--- src/rtl/chip_pkg.sv ---
// Shared opcode/state definitions for the chip sequencer and its helpers.
package chip_pkg;

  localparam int OP_W = 3;

  typedef enum logic [OP_W-1:0] {
    OP_WRITE     = 3'd0,
    OP_LOAD_SEED = 3'd1,
    OP_INFER     = 3'd2,
    OP_READ1     = 3'd3,
    OP_READ8     = 3'd4,
    OP_LOAD_MEM  = 3'd5
  } chip_op_t;

  typedef enum logic [2:0] {
    ST_IDLE,
    ST_SETUP,
    ST_PULSE,
    ST_HOLD,
    ST_RESP
  } chip_state_t;

  function automatic logic op_is_legal(logic [OP_W-1:0] op);
    return op <= OP_W'(5);
  endfunction

  function automatic logic op_is_read(chip_op_t op);
    return (op == OP_READ1) || (op == OP_READ8);
  endfunction

endpackage

--- src/rtl/chip_pulse_timer.sv ---
// Down-counter that times the strobe phase; a zero length is stretched to one cycle.
module chip_pulse_timer #(
  parameter int PLEN_W = 4
) (
  input  logic              clk,
  input  logic              rst_n,
  input  logic              load,
  input  logic [PLEN_W-1:0] load_len,
  input  logic              en,
  output logic              done
);

  logic [PLEN_W-1:0] count;

  always_ff @(posedge clk or negedge rst_n) begin
    if (!rst_n) begin
      count <= '0;
    end else if (load) begin
      count <= (load_len == '0) ? PLEN_W'(1) : load_len;
    end else if (en && (count != '0)) begin
      count <= count - PLEN_W'(1);
    end
  end

  // done marks the final cycle of the pulse, so the FSM can leave on that edge
  assign done = (count == PLEN_W'(1));

endmodule

--- src/rtl/chip_sequencer.sv ---
// Command-driven sequencer that turns one accepted command into a
// SETUP / PULSE / HOLD strobe sequence on the chip-side pins.
module chip_sequencer
  import chip_pkg::*;
#(
  parameter int ADDR_W = 8,
  parameter int SEED_W = 8,
  parameter int NB_OUT = 4,
  parameter int PLEN_W = 4
) (
  input  logic              clk,
  input  logic              rst_n,
  input  logic              cmd_valid,
  output logic              cmd_ready,
  input  logic [OP_W-1:0]   cmd_op,
  input  logic [ADDR_W-1:0] cmd_row,
  input  logic [ADDR_W-1:0] cmd_col,
  input  logic [SEED_W-1:0] cmd_seed,
  input  logic              cmd_data,
  input  logic              cmd_stoch,
  input  logic [PLEN_W-1:0] pulse_len,
  output logic              rsp_valid,
  input  logic              rsp_ready,
  output logic [NB_OUT-1:0] rsp_data,
  output logic              rsp_err,
  output logic              busy,
  output logic              chip_clk,
  output logic              CBL,
  output logic              CBLEN,
  output logic              CWL,
  output logic              inference,
  output logic              load_seed,
  output logic              read_1,
  output logic              read_8,
  output logic              load_mem,
  output logic              read_out,
  output logic              stoch_log,
  output logic [ADDR_W-1:0] addr_full_row,
  output logic [ADDR_W-1:0] addr_full_col,
  output logic [SEED_W-1:0] seeds,
  input  logic [NB_OUT-1:0] bit_out
);

  chip_state_t state;
  chip_op_t    op_q;
  logic        pulse_done;

  chip_pulse_timer #(.PLEN_W(PLEN_W)) u_timer (
    .clk      (clk),
    .rst_n    (rst_n),
    .load     ((state == ST_IDLE) && cmd_valid),
    .load_len (pulse_len),
    .en       (state == ST_PULSE),
    .done     (pulse_done)
  );

  // Every output is set on the edge that enters the state it belongs to,
  // so all chip pins come straight from flops.
  always_ff @(posedge clk or negedge rst_n) begin
    if (!rst_n) begin
      state         <= ST_IDLE;
      op_q          <= OP_WRITE;
      cmd_ready     <= 1'b1;
      busy          <= 1'b0;
      rsp_valid     <= 1'b0;
      rsp_data      <= '0;
      rsp_err       <= 1'b0;
      chip_clk      <= 1'b0;
      CBL           <= 1'b0;
      CBLEN         <= 1'b0;
      CWL           <= 1'b0;
      inference     <= 1'b0;
      load_seed     <= 1'b0;
      read_1        <= 1'b0;
      read_8        <= 1'b0;
      load_mem      <= 1'b0;
      read_out      <= 1'b0;
      stoch_log     <= 1'b0;
      addr_full_row <= '0;
      addr_full_col <= '0;
      seeds         <= '0;
    end else begin
      case (state)
        ST_IDLE: begin
          if (cmd_valid) begin
            cmd_ready <= 1'b0;
            busy      <= 1'b1;
            if (!op_is_legal(cmd_op)) begin
              state     <= ST_RESP;
              rsp_valid <= 1'b1;
              rsp_err   <= 1'b1;
              rsp_data  <= '0;
            end else begin
              state         <= ST_SETUP;
              op_q          <= chip_op_t'(cmd_op);
              addr_full_row <= cmd_row;
              addr_full_col <= cmd_col;
              seeds         <= cmd_seed;
              CBLEN         <= (cmd_op == OP_WRITE);
              CBL           <= (cmd_op == OP_WRITE) && cmd_data;
              stoch_log     <= (cmd_op == OP_INFER) && cmd_stoch;
            end
          end
        end
        ST_SETUP: begin
          state     <= ST_PULSE;
          CWL       <= (op_q == OP_WRITE);
          load_seed <= (op_q == OP_LOAD_SEED);
          inference <= (op_q == OP_INFER);
          read_1    <= (op_q == OP_READ1);
          read_8    <= (op_q == OP_READ8);
          read_out  <= op_is_read(op_q);
          load_mem  <= (op_q == OP_LOAD_MEM);
          chip_clk  <= (op_q == OP_INFER);
        end
        ST_PULSE: begin
          if (pulse_done) begin
            state     <= ST_HOLD;
            CWL       <= 1'b0;
            load_seed <= 1'b0;
            inference <= 1'b0;
            read_1    <= 1'b0;
            read_8    <= 1'b0;
            read_out  <= 1'b0;
            load_mem  <= 1'b0;
            chip_clk  <= 1'b0;
            if (op_is_read(op_q)) begin
              rsp_data <= bit_out;
            end
          end else if (op_q == OP_INFER) begin
            chip_clk <= ~chip_clk;
          end
        end
        ST_HOLD: begin
          addr_full_row <= '0;
          addr_full_col <= '0;
          seeds         <= '0;
          CBL           <= 1'b0;
          CBLEN         <= 1'b0;
          stoch_log     <= 1'b0;
          if (op_is_read(op_q)) begin
            state     <= ST_RESP;
            rsp_valid <= 1'b1;
            rsp_err   <= 1'b0;
          end else begin
            state     <= ST_IDLE;
            cmd_ready <= 1'b1;
            busy      <= 1'b0;
          end
        end
        ST_RESP: begin
          if (rsp_ready) begin
            state     <= ST_IDLE;
            rsp_valid <= 1'b0;
            rsp_data  <= '0;
            rsp_err   <= 1'b0;
            cmd_ready <= 1'b1;
            busy      <= 1'b0;
          end
        end
        default: begin
          state <= ST_IDLE;
        end
      endcase
    end
  end

endmodule

--- config.mk ---
export PLATFORM = sky130hd
export DESIGN_NAME = chip_sequencer
export DESIGN_NICKNAME = d
export VERILOG_FILES = /design/src/rtl/chip_pkg.sv /design/src/rtl/chip_pulse_timer.sv /design/src/rtl/chip_sequencer.sv
export SDC_FILE = /design/constraint.sdc
export NUM_CORES = 1
export LEC_CHECK = 0
export ABC_AREA = 1
export CAP_MARGIN = 0
export CELL_PAD_IN_SITES_DETAIL_PLACEMENT = 0
export CELL_PAD_IN_SITES_GLOBAL_PLACEMENT = 1
export CORE_MARGIN = 1.5
export CORE_UTILIZATION = 33
export CTS_CLUSTER_SIZE = 24
export DETAILED_ROUTE_END_ITERATION = 10
export GPL_TIMING_DRIVEN = 0
export PLACE_DENSITY = 0.84
export SLEW_MARGIN = 20
export SYNTH_ARGS = -nofsm -noshare
export SYNTH_HDL_FRONTEND = slang
export SYNTH_SLANG_ARGS = --single-unit
--- constraint.sdc ---
create_clock -name clk -period 1.95 [get_ports clk]
set_input_delay 0.4875 -clock clk [delete_from_list [all_inputs] [get_ports clk]]
set_output_delay 0.4875 -clock clk [all_outputs]
set_load 0.02 [all_outputs]
==> flow_metrics.tcl, run 1 <==
set metrics [dict create \
    cts_tree "built" \
    cp.required_ps 1460 \
    yosys-mux-area-fraction_pct 0 \
    drt-pass1-iter-count 5 \
    num_antenna_cells 0 \
    synth_edf_count 0 \
    grt_use_met3_pct 3.98 \
    grt_use_met2_pct 24.8 \
    worst-path-buf-inv 1 \
    fin_nets 430 \
    grt_pass1_vias 2181 \
    fin_hold_ws_ps 215 \
    synth-main-ff-cell "dfrtp_1" \
    nFillCells 746 \
    cts_max_path_buffers 2 \
    critPathTopFamily "buffers and inverters" \
    syn_to_final_growth_pct 43.6 \
    finalCritPeriodShare_pct 92.2 \
    synth-simple-area-share_pct 28.2 \
    r2r_slack_ps 360 \
    cts-htree-levels 2 \
    synthDistinctLibCells 28 \
    synth-xor-area-share_pct 0.705 \
    r2r-end "rsp_data[3]" \
    slew_headroom_pct 55.4 \
    drv_slew 0 \
    yosys_register_bits 53 \
    busiest_layer "met2" \
    yosysTopAreaCell "dfrtp_1" \
    crit_path_top_delay_cell "clkdlybuf4s50_1" \
    viasPerCell 4.59 \
    clkSinkCount 53 \
    start_kind "flop" \
    hold_viol_final 0 \
    skew_ps 6.00 \
    cp_cell_sequence "clkdlybuf4s50_1" \
    synth_top_family_by_area "simple AND/OR/NAND/NOR gates" \
    num_rows 31 \
    grt-ovfl-total 0 \
    root_buffer "clkbuf_8" \
    irDropWorstVdd_v 0.000525 \
    worst_slew_pin_slew_ps 669 \
    fin_ws_ps 153 \
    globalplace.congestion 0.786 \
    synth_warnings 0 \
    antenna_found_initial 0 \
    power_uw 6080 \
    vias 2233 \
    fin_crit_ps 1800 \
    cp_max_fo 3 \
    worst_ep_arrival_time_ps 1310 \
    drive_gt1_share_pct 10.1 \
    synth_fp_nets 340 \
    grt_max_degree 54 \
    post-route-util_pct 49.2 \
    clk_latency_ps 310 \
    wl_per_cell_um 12.2 \
    synth_top_area_share_pct 52.3 \
    post-place-ws_ps -105 \
    hpwl_mm 4.47 \
    portBuffers 83 \
    synth-compound-area-share_pct 10.1 \
    postCtsSetupBuffers 0 \
    hp-class "in2async" \
    crit_type "reg2out" \
    ys_seq_area_share_pct 53.4 \
    ys_async_sr_fraction_pct 100 \
    initial_core_util_pct 34.3 \
    grtUsageTotal_pct 15.5 \
    end_kind "primary output" \
    status "completed" \
    drc 0 \
    rr_startpoint "op_q[0]" \
    rsz0062_at_grt "no" \
    drt-initial-drc-count 72 \
    grtUsageMet1_pct 20.8 \
    reg2reg_depth 8 \
    core_area_um2 7250 \
    die_area_um2 8060 \
    syn_inst 297 \
    cap_violations 0 \
    wl_mm 5.96 \
    die_height_um 89.8 \
    cts_made_buffers 5 \
    io_pins 84 \
    syn_area_um2 2490 \
    p_leak_uw 0.00172 \
    dieWidth_um 89.8 \
    setup_viol 0 \
    fin_setup_tns_ps 0 \
    cts_hold_buf 0 \
    power_density_nw_per_um2 1700 \
    path_clk_slew_ps 100 \
    critical_path.max_stage_delay_ps 620 \
    max_freq_mhz 556 \
    antenna_left 0 \
    grt_pass1_wl_mm 10.1 \
    synth_fa_ha_area_share_pct 1.01 \
    avgSynthCellArea_um2 8.37 \
    synth.area.top_cells "dfrtp_1, nand2_1, o21ai_1" \
]
flip-flops by register name (all words and copies together), names as in the netlist, 3 cells and up:
name / cells
seeds: 8
state: 3
addr_full_col: 8
addr_full_row: 8
rsp_data: 4
u_timer.count: 4
op_q: 3
what timing repair did:
action | 4_1_cts | 5_1_grt
gates resized for setup | 1 | 0
endpoints found under the hold margin | 0 | 0
setup endpoints to repair | 1 | 0
cells in the mapped netlist (2+ instances only):
master,number
ha_1,2
inv_1,18
buf_1,2
nand2_2,2
dfrtp_1,52
nand3_1,23
o21ai_2,6
a21oi_1,3
nand3_2,3
nand4_1,4
o21ai_0,7
inv_2,5
buf_4,2
o211ai_1,2
nand2_1,111
nor2_2,3
nor3_1,2
buf_6,4
buf_2,2
o21ai_1,25
nor2_1,12
cell families (layout without fill, tap and decap cells):
group           after synthesis  after routing
compound gates               44             44
xor+xnor                      2              2
fa+ha+maj                     2              2
buf+inv                      33            124
flops                        53             53
simple gates                163            163
per-stage QoR:
stage               instance area (um^2)  cells
floorplan                           2490    297
detailed placement                  3440    479
global route                        3570    487
finish                              3570    487
global placement                    3440    479
CTS                                 3570    487
layout make-up:
cell class | instances | area (um^2) | area share (%)
Buffer | 10 | 77.6 | 2.17
Clock buffer | 5 | 68.8 | 1.93
Clock inverter | 3 | 65.1 | 1.82
Inverter | 23 | 86.3 | 2.42
Multi-Input combinational cell | 211 | 995 | 27.9
Sequential cell | 53 | 1330 | 37.2
Tap cell | 99 | 124 | 3.47
Timing Repair Buffer | 83 | 827 | 23.2
metal layers:
layer  vias to the layer above  wire [um]
met5                         -          0
met4                         0         69
met3                         6        397
met2                        77       2680
met1                      1005       2820
li1                       1145          -
cells in the final DEF (no fill, tap or decap), drive strengths merged:
cell,Yosys,final
dlygate4sd2,0,1
nor3,3,3
bufinv,0,2
o21ai,38,38
nand2,113,113
buf,10,11
a21oi,3,3
clkdlybuf4s50,0,81
nor2,16,16
ha,2,2
dfrtp,52,52
clkbuf,0,5
a21boi,1,1
inv,23,23
nand4,4,4
dfstp,1,1
clkinv,0,1
o211ai,2,2
nand3b,1,1
nand3,26,26
xnor2,1,1
xor2,1,1
power breakdown:
| group | leakage (uW) | switching (uW) | internal [uW] |
|---|---|---|---|
| sequential | 0.000673 | 287 | 1590 |
| combinational | 0.000981 | 1930 | 1390 |
| clock | 0.0000681 | 365 | 510 |
how the worst max path moves through the flow:
stage | from | to | slack (ps) | depth (start not counted)
2_1_floorplan | state[0] | addr_full_col[0] | 570 | 8
3_3_place_gp | rst_n | chip_clk | -1280 | 1
3_5_place_dp | cmd_op[1] | rsp_data[3] | -110 | 8
4_1_cts | chip_clk | chip_clk | 130 | 1
5_1_grt | cmd_op[1] | rsp_data[3] | 50 | 8
6_report | chip_clk | chip_clk | 150 | 1
Power figures use the tool's default switching activity.
==> run 2: changes to the inputs <==
- GPL_TIMING_DRIVEN: 0 -> unset
==> run 2 against run 1 <==
Effect of this change:
- largest power group unchanged
- clock skew shrank 1.1 ps
- register-to-register slack gained 70 ps
- die area is the same
==> flow_metrics.tcl, run 2 (same netlist as run 1, synthesis figures left out) <==
set metrics [dict create \
    cap_violations 0 \
    cp-startpoint "chip_clk" \
    wl_per_cell_um 11.9 \
    fin_nets 429 \
    skew_ps 4.90 \
    die_height_um 89.8 \
    nFillCells 713 \
    antenna_found_initial 0 \
    wl_mm 5.81 \
    antenna_left 0 \
    core_area_um2 7250 \
    worst_slew_pin_slew_ps 307 \
    hpwl_mm 4.25 \
    drt-pass1-iter-count 4 \
    layout_common_cells "nand2_1, clkdlybuf4s50_1, dfrtp_1" \
    grt-ovfl-total 0 \
    placed_area_um2 3450 \
    hp-class "in2async" \
    worst-path-buf-inv 1 \
    switchingPower_uw 2570 \
    cts_tree "built" \
    fin_setup_tns_ps 0 \
    cp_max_fo 3 \
    critPathTopFamily "buffers and inverters" \
    io_pins 84 \
    multi_input_area_um2 995 \
    ff_latch_area_um2 1330 \
    finalCritPeriodShare_pct 92.4 \
    cp_cell_sequence "clkdlybuf4s50_1" \
    clkPwrFrac_pct 10.7 \
    slew_headroom_pct 79.5 \
    r2r-end "rsp_data[1]" \
    switching_share_pct 44.4 \
    grt_pass1_vias 2232 \
    power_density_nw_per_um2 1640 \
    cts_max_path_buffers 2 \
    share_seq_of_total_power_pct 32.9 \
    end_kind "primary output" \
    fin_crit_ps 1800 \
    syn_to_final_growth_pct 42.3 \
    top_regs "addr_full_col x8, addr_full_row x8, seeds x8" \
    path_clk_slew_ps 100 \
    clk_latency_ps 300 \
    drv_slew 0 \
    p_int_uw 3220 \
    drive_gt1_share_pct 10.1 \
    status "completed" \
    die_area_um2 8060 \
    crit_type "reg2out" \
    num_rows 31 \
    r2r_slack_ps 430 \
    root_buffer "clkbuf_8" \
    start_kind "flop" \
    initial_core_util_pct 34.3 \
    grt_max_degree 54 \
    setup_viol 0 \
    drt-initial-drc-count 101 \
    clkSinkCount 53 \
    p_comb_share_pct 56.4 \
    grt_pass1_wl_mm 10.4 \
    cp.required_ps 1460 \
    layout.cells.most_common "nand2_1" \
    reg2reg_depth 8 \
    num_antenna_cells 0 \
    dieWidth_um 89.8 \
    viasPerCell 4.63 \
    crit_path_top_delay_cell "clkdlybuf4s50_1" \
    hold_viol_final 0 \
    max_freq_mhz 555 \
    final_area_um2 3540 \
    cts_made_buffers 5 \
    irDropWorstVdd_v 0.000679 \
    portBuffers 83 \
    critical_path.max_stage_delay_ps 620 \
    rr_startpoint "state[1]" \
    worst_ep_arrival_time_ps 1310 \
    drc 0 \
    p_leak_uw 0.00170 \
    vias 2252 \
    cts-htree-levels 2 \
    globalplace.congestion 0.903 \
    grtUsageTotal_pct 15.7 \
    rsz0062_at_grt "no" \
    cts_hold_buf 0 \
]
==> run 2: worst max path at each step <==
stage	endpoint	slack [ps]	cells past startpoint
4_1_cts	chip_clk	130	1
5_1_grt	chip_clk	90	1
3_5_place_dp	addr_full_row[2]	100	8
3_3_place_gp	rsp_data[0]	140	8
6_report	chip_clk	150	1
2_1_floorplan	addr_full_col[0]	570	8
==> run 2: power by group through the flow <==
stage	Sequential, uW	Clock, uW	Combinational, uW
after global routing	1980	686	3640
after CTS	1910	643	3310
after detailed placement	1930	0	3300
after floorplan	2330	0	1690
after global placement	1920	0	3250
final	1910	618	3260
==> run 2: final cells by class <==
type / instances / share of cell area, %
flip-flops and latches: 53 / 37.5
multi-input cells: 211 / 28.1
repair buffers: 92 / 25.9
well taps: 99 / 3.50
inverters: 23 / 2.44
clock buffers: 6 / 2.05
clock inverters: 2 / 0.424
==> run 2: timing repair <==
item | CTS | global route
resized for setup | 1 | 0
buffers inserted | 0 | 0
endpoints found under the setup margin | 1 | 0
==> run 2: layer usage <==
layer / routed length [um] / part of all wire (%) / global-route usage, % / vias up
li1: - / - / - / 1135
met1: 2780 / 48 / 21.6 / 1019
met2: 2520 / 43 / 24.2 / 90
met3: 433 / 7.5 / 4.06 / 8
met4: 66 / 1.1 / 4.76 / 0
met5: 0 / 0 / 0 / -
==> run 2: stage by stage <==
stage / std cells / power, uW / worst slack [ps] / utilization (%) / hold WS [ps]
after floorplan: 297 / 4010 / 573 / - / 192
after global placement: 478 / 5170 / 142 / 47.6 / 454
after detailed placement: 478 / 5230 / 99.5 / 47.6 / 462
after CTS: 486 / 5860 / 135 / 48.8 / 171
after global routing: 486 / 6310 / 93.1 / 48.8 / 173
final: 486 / 5790 / 148 / 48.8 / 153
==> run 3: changes to the inputs <==
- SLEW_MARGIN: 20 -> unset
==> results of run 3 <==
Final layout, timing and power as in run 2 (identical DEF).
